### src/rtl/fwd_net.sv
// ---------------------------------------------------------------------------
// fwd_net
//
// Operand bypass network with an in-flight write tracker for the integer
// pipeline. It sits between the decode register-file read and the EX operand
// latches. Each of STAGES tracked stages after decode holds
// {valid, destination GPR, late-result flag}. For every one of NREAD read
// ports the block selects the youngest matching producer, then writeback,
// then register-file data. It raises a load-use stall when the winning
// producer's result is not yet available.
//
// Ports
//   clk, rst     : clock, synchronous active-high reset
//   iss_*        : instruction issuing from decode this cycle
//   hold         : freeze all tracked stages
//   flush        : kill all tracked entries and drop the issuing instruction
//   stg_data     : per-stage result bus, slice s = stg_data[s*WIDTH +: WIDTH]
//   wb_*         : writeback port
//   rd_use/addr  : per-port operand request and source GPR
//   rd_gpr       : per-port register-file read data
//   fwd_data     : per-port resolved operand (combinational)
//   stall        : decode must not issue this cycle (combinational)
//   pend_cnt     : number of valid tracked entries (registered)
// ---------------------------------------------------------------------------
module fwd_net #(
    parameter int WIDTH  = 32,
    parameter int NREAD  = 2,
    parameter int STAGES = 3,
    localparam int CW    = $clog2(STAGES + 1)
) (
    input  logic                      clk,
    input  logic                      rst,
    input  logic                      iss_valid,
    input  logic                      iss_wen,
    input  logic [4:0]                iss_dst,
    input  logic                      iss_late,
    input  logic                      hold,
    input  logic                      flush,
    input  logic [STAGES*WIDTH-1:0]   stg_data,
    input  logic                      wb_we,
    input  logic [4:0]                wb_addr,
    input  logic [WIDTH-1:0]          wb_data,
    input  logic [NREAD-1:0]          rd_use,
    input  logic [NREAD*5-1:0]        rd_addr,
    input  logic [NREAD*WIDTH-1:0]    rd_gpr,
    output logic [NREAD*WIDTH-1:0]    fwd_data,
    output logic                      stall,
    output logic [CW-1:0]             pend_cnt
);

    // Population count of the valid vector.
    function automatic logic [CW-1:0] popcnt(input logic [STAGES-1:0] v);
        logic [CW-1:0] cnt;
        cnt = {CW{1'b0}};
        for (int k = 0; k < STAGES; k++) begin
            cnt = cnt + CW'(v[k]);
        end
        return cnt;
    endfunction

    logic [STAGES-1:0]       vld_r;
    logic [STAGES-1:0]       late_r;
    logic [4:0]              dst_r      [STAGES];
    logic [CW-1:0]           pend_cnt_r;

    logic [STAGES-1:0]       vld_nxt_s;
    logic [STAGES-1:0]       late_nxt_s;
    logic [4:0]              dst_nxt_s  [STAGES];
    logic [NREAD*WIDTH-1:0]  fwd_data_s;
    logic [NREAD-1:0]        port_stall_s;
    logic                    stall_s;

    // Operand selection and per-port stall detection.
    always_comb begin
        logic [4:0]       addr_s;
        logic [WIDTH-1:0] sel_s;
        logic             nrdy_s;
        logic             hit_s;
        fwd_data_s   = '0;
        port_stall_s = '0;
        addr_s       = 5'd0;
        sel_s        = '0;
        nrdy_s       = 1'b0;
        hit_s        = 1'b0;
        for (int i = 0; i < NREAD; i++) begin
            addr_s = rd_addr[i*5 +: 5];
            // Lowest-priority sources first: writeback over register file.
            sel_s  = (wb_we && (wb_addr == addr_s) && (addr_s != 5'd0))
                     ? wb_data : rd_gpr[i*WIDTH +: WIDTH];
            nrdy_s = 1'b0;
            // Walk oldest to youngest so the youngest match is applied last
            // and wins, including its readiness (an older ready copy never
            // masks a younger pending one).
            for (int s = STAGES - 1; s >= 0; s--) begin
                hit_s  = vld_r[s] && (dst_r[s] == addr_s) && (addr_s != 5'd0);
                sel_s  = hit_s ? stg_data[s*WIDTH +: WIDTH] : sel_s;
                nrdy_s = hit_s ? (late_r[s] && (s != STAGES - 1)) : nrdy_s;
            end
            fwd_data_s[i*WIDTH +: WIDTH] = sel_s;
            port_stall_s[i]              = rd_use[i] & nrdy_s;
        end
    end

    assign stall_s = |port_stall_s;

    // Next tracker contents: flush clears, hold freezes, otherwise shift.
    always_comb begin
        vld_nxt_s  = vld_r;
        late_nxt_s = late_r;
        dst_nxt_s  = dst_r;
        if (flush) begin
            vld_nxt_s = '0;
        end else if (hold) begin
            vld_nxt_s = vld_r;
        end else begin
            for (int s = STAGES - 1; s >= 1; s--) begin
                vld_nxt_s[s]  = vld_r[s-1];
                late_nxt_s[s] = late_r[s-1];
                dst_nxt_s[s]  = dst_r[s-1];
            end
            // A stalled or non-writing (incl. r0) instruction enters as a bubble.
            vld_nxt_s[0]  = iss_valid && !stall_s && iss_wen && (iss_dst != 5'd0);
            late_nxt_s[0] = iss_late;
            dst_nxt_s[0]  = iss_dst;
        end
    end

    // Tracker state and occupancy counter registers.
    always_ff @(posedge clk) begin
        if (rst) begin
            vld_r      <= '0;
            late_r     <= '0;
            pend_cnt_r <= {CW{1'b0}};
            for (int s = 0; s < STAGES; s++) begin
                dst_r[s] <= 5'd0;
            end
        end else begin
            vld_r      <= vld_nxt_s;
            late_r     <= late_nxt_s;
            pend_cnt_r <= popcnt(vld_nxt_s);
            for (int s = 0; s < STAGES; s++) begin
                dst_r[s] <= dst_nxt_s[s];
            end
        end
    end

    assign fwd_data = fwd_data_s;
    assign stall    = stall_s;
    assign pend_cnt = pend_cnt_r;

endmodule
### config.mk
export PLATFORM = sky130hd
export DESIGN_NAME = fwd_net
export DESIGN_NICKNAME = d
export VERILOG_FILES = /design/src/rtl/fwd_net.sv
export SDC_FILE = /design/constraint.sdc
export NUM_CORES = 1
export LEC_CHECK = 0
export CORE_AREA = 2 2 112 114
export DETAILED_ROUTE_END_ITERATION = 10
export DIE_AREA = 0 0 114 116
export DONT_BUFFER_PORTS = 1
export GPL_TIMING_DRIVEN = 0
export HOLD_SLACK_MARGIN = 0.08
export PLACE_DENSITY = 0.49
export SLEW_MARGIN = 25
export SYNTH_ARGS = -nofsm -noshare
export SYNTH_HDL_FRONTEND = slang
export SYNTH_SLANG_ARGS = --single-unit
### constraint.sdc
create_clock -name clk -period 5.6 [get_ports clk]
set_input_delay 1.12 -clock clk [delete_from_list [all_inputs] [get_ports clk]]
set_output_delay 1.12 -clock clk [all_outputs]
set_load 0.01 [all_outputs]
==> summary.md, run 1 <==
| Metric | Value |
|---|---|
| Outcome | finished, final reports clean |
| Sequential area share after synthesis | 0.113 |
| Total grt overflow | 0 |
| Final Hold Fails | 0 |
| Max-slew violations | 0 |
| Synth Area in Compound Gates | 0.240 |
| Syn-to-layout area delta | 6.72% |
| XOR/XNOR Fraction of Synth Area | 0.0900 |
| Simple-gate portion of the synthesized area | 0.123 |
| Initial Util | 0.327 |
| ANT nets after route | 0 |
| Min-Delay Path Class | flip-flop to flip-flop |
| Post-CTS Setup Bufs | 0 |
| Net Sw Frac | 0.306 |
| Register bit total from synthesis | 22 |
| Clock skew | around 0.0024 ns |
| H-tree depth | 1 |
| Post-CTS Resized | 0 |
| Fmax | 222 MHz |
| Placement Rows | 40 |
| # IOs | 289 |
| Leakage | around 1.2 nW |
| # nets final | 698 |
| Clock latency on the worst-skew pair | 0.25 ns |
| First-pass GRT wire length | ~23000 µm |
| Max_cap viols | 0 |
| WS Path Type | input pin to output port |
| Crit-path max FO | 10 |
| Arrival time worst endpoint | around 3.4 ns |
| Clk pwr share | 0.322 |
| Die width | 114 µm |
| Vias in the first global route | between 3000 and 4000 |
| Worst slew pin tran | between 0.7 and 0.8 ns |
| DP HPWL | between 10000 and 15000 µm |
| DRC | 0 |
| Final TNS setup | 0 ns |
| Mapped cell area | 3890 µm² |
| Die Y | 116 µm |
| Final cell count without fillers | 621 |
| Crit path cell chain | buf_2, or4_4, nor2_8, nor4_4, inv_1, nand2_1, clkbuf_1, o21ai_0 |
| CTS root buffer | clkbuf_16 |
| Internal power | around 0.00031 W |
| Yosys cell types | 33 |
| Ys Warns | 0 |
| Placed Cells | 617 |
| GRT met2 Usage | 0.388 |
| Number of clock sinks | 22 |
| Pwr Density | 109 nW/µm² |
| Starting DRT DRC Count | 328 |
| Drt total wl | ~16000 µm |
| Most Crowded Layer GR | met2 |
| Port Buffers | 0 |
| Main combinational cell family by area after synthesis | multiplexers |
| GP Congestion | 0.869 |
| Net Switching | about 0.00014 W |
| Critical Path End Type | output port |
| Post-Synthesis Cells | between 400 and 500 |
| Mux cell area share after synthesis | 0.362 |
| CTS buffer count | 3 |
| Worst EP required | 4.48 ns |
| Vias | roughly 4000 |
| Largest net degree at the start of global routing | 12 |
| Vias/cell | between 6 and 7 |
| Drt pass-1 iters | 8 |
| Die area | 13200 µm² |
| GRT Total Usage | 0.220 |
| Syn_area_per_cell | slightly above 8 µm² |
| Startpoint types | input pin |
| Fin crit period | 4.51 ns |
| RSZ-0062 raised after global routing | no |
| Sequential power share | 0.362 |
| Fin crit share | 0.806 |
| Met1 GRT Util | 0.256 |
| Max_slew headroom | 0.521 |
| Final setup viols | 0 |
| Layout cells sized above 1 | 0.203 |
| Combinational power share | 0.315 |
| WL/cell | ~26 µm |
| M3 GR Usage | 0.0717 |
| Hold_buf cts | 0 |
| Initial antenna violation count | 1 |
| Slowest CP cell | nor4_4 |
| Net Count, Synth | 693 |
| Synth Area in Adders | 0.00514 |
| Worst-case clock buffer depth | 2 |
| Max IR drop VDD | approximately 0.13 mV |
| Core ar. | approximately 12000 µm² |
| CTS tree | done |
| Clk pin slew, worst setup/hold paths | 0.05 ns |
| CP peak stage delay | 0.68 ns |
-- sequential cells by signal (all words and copies together), names as in the netlist --
name	flops
dst_r	15
vld_r	3
late_r	2
pend_cnt	2
-- per-layer routing --
layer,part of all wire,wire length [µm]
met5,0,0
met1,0.36,5910
met2,0.51,8330
met3,0.10,1690
met4,0.028,466
-- final timing paths --
check,from,end,slack (ns),cells past startpoint
worst max-delay path,rd_addr[2],fwd_data[17],1.09,8
worst max register to register,dst_r[12],pend_cnt[0],2.83,8
worst min-delay path,late_r[1],late_r[1],0.47,2
worst min register to register,late_r[1],late_r[1],0.47,2
-- per-stage QoR --
| step | total power, W | worst slack, ns | hold WS (ns) | instance area (µm²) | util |
|---|---|---|---|---|---|
| 6_report | 0.000454 | 1.09 | 0.474 | 4160 | 0.349 |
| 5_1_grt | 0.000477 | 0.896 | 0.511 | 4160 | 0.349 |
| 3_5_place_dp | 0.000311 | 1.06 | 0.469 | 4080 | 0.342 |
| 2_1_floorplan | 0.000285 | 1.72 | 0.437 | 3890 | - |
| 3_3_place_gp | 0.000308 | 1.06 | 0.447 | 4080 | 0.342 |
| 4_1_cts | 0.000458 | 1.05 | 0.478 | 4150 | 0.349 |
-- power by group through the flow --
stage	Combinational, W	Sequential [W]	Clock [W]
6_report	0.000143	0.000164	0.000146
5_1_grt	0.000156	0.000165	0.000157
4_1_cts	0.000143	0.000164	0.000150
3_5_place_dp	0.000143	0.000168	0
3_3_place_gp	0.000140	0.000168	0
2_1_floorplan	0.000119	0.000166	0
-- cells by family after synthesis --
kind of cell,after synthesis
simple gates,76
mux,132
fa+ha+maj,1
buf+inv,49
xor+xnor,40
flops,22
compound gates,150
-- critical path, delay by kind of cell --
family | cells | cell delay [ns]
AO/OA/AOI/OAI | 1 | 0.39
buffers and inverters | 3 | 0.70
AND/OR/NAND/NOR | 4 | 1.17
-- cell type report --
type                    instances  area [µm²]
multi-input cells             399        3190
clock buffers                   3        75.1
flip-flops and latches         22         440
fillers                      1296        7760
inverters                       2        7.51
plain buffers                  47         255
well taps                     147         184
diodes                          1        2.50
-- Yosys cell counts --
master | number | area share
nand2_1 | 39 | 0.038
a22o_4 | 1 | 0.0045
mux2i_1 | 66 | 0.17
o21ai_1 | 22 | 0.028
nor2_8 | 2 | 0.010
nor4_2 | 2 | 0.0064
mux2_1 | 15 | 0.043
or2_2 | 1 | 0.0016
a21oi_1 | 18 | 0.023
nor4_4 | 4 | 0.022
buf_6 | 7 | 0.020
mux2_2 | 50 | 0.14
nor3_1 | 2 | 0.0026
nor2b_1 | 2 | 0.0032
dfxtp_1 | 22 | 0.11
mux2_4 | 1 | 0.0039
fa_1 | 1 | 0.0051
nor2_1 | 6 | 0.0058
xnor2_1 | 24 | 0.054
nand4b_1 | 2 | 0.0045
o21ai_0 | 43 | 0.055
xor2_1 | 16 | 0.036
a21oi_2 | 1 | 0.0022
a22oi_1 | 64 | 0.12
or4_4 | 2 | 0.0058
nand2b_1 | 1 | 0.0016
a21boi_2 | 1 | 0.0029
buf_2 | 21 | 0.027
nand4_1 | 8 | 0.013
inv_1 | 2 | 0.0019
nor4_1 | 2 | 0.0032
clkbuf_1 | 19 | 0.018
or4_1 | 3 | 0.0058
-- placed cells by master (no fill, tap or decap) --
cell,count
a21boi_2,1
a21oi_1,18
a21oi_2,1
a22o_4,1
a22oi_1,64
buf_2,21
buf_6,7
clkbuf_1,19
clkbuf_16,3
dfxtp_1,22
diode_2,1
fa_1,1
inv_1,2
mux2_1,15
mux2_2,50
mux2_4,1
mux2i_1,66
nand2_1,39
nand2b_1,1
nand4_1,8
nand4b_1,2
nor2_1,6
nor2_8,2
nor2b_1,2
nor3_1,2
nor4_1,2
nor4_2,2
nor4_4,4
o21ai_0,43
o21ai_1,22
or2_2,1
or4_1,3
or4_4,2
xnor2_1,24
xor2_1,16
No activity file was read; power rests on OpenSTA's default activity.
==> run 2: changes to the inputs <==
==> constraint.sdc (replaced) <==
create_clock -name clk -period 4.7 [get_ports clk]
set_input_delay 0.94 -clock clk [delete_from_list [all_inputs] [get_ports clk]]
set_output_delay 0.94 -clock clk [all_outputs]
set_load 0.01 [all_outputs]
==> results of run 2 <==
The final DEF is identical to that of run 1. Status: finished, final reports clean.
Among the figures that moved: setup slack after placement 1.06 ns -> 0.519 ns; setup slack after layout 1.09 ns -> 0.547 ns; register-to-register setup slack 2.83 ns -> 1.93 ns; total power 0.000454 W -> 0.000541 W; worst IR drop on VDD 0.131 mV -> 0.156 mV
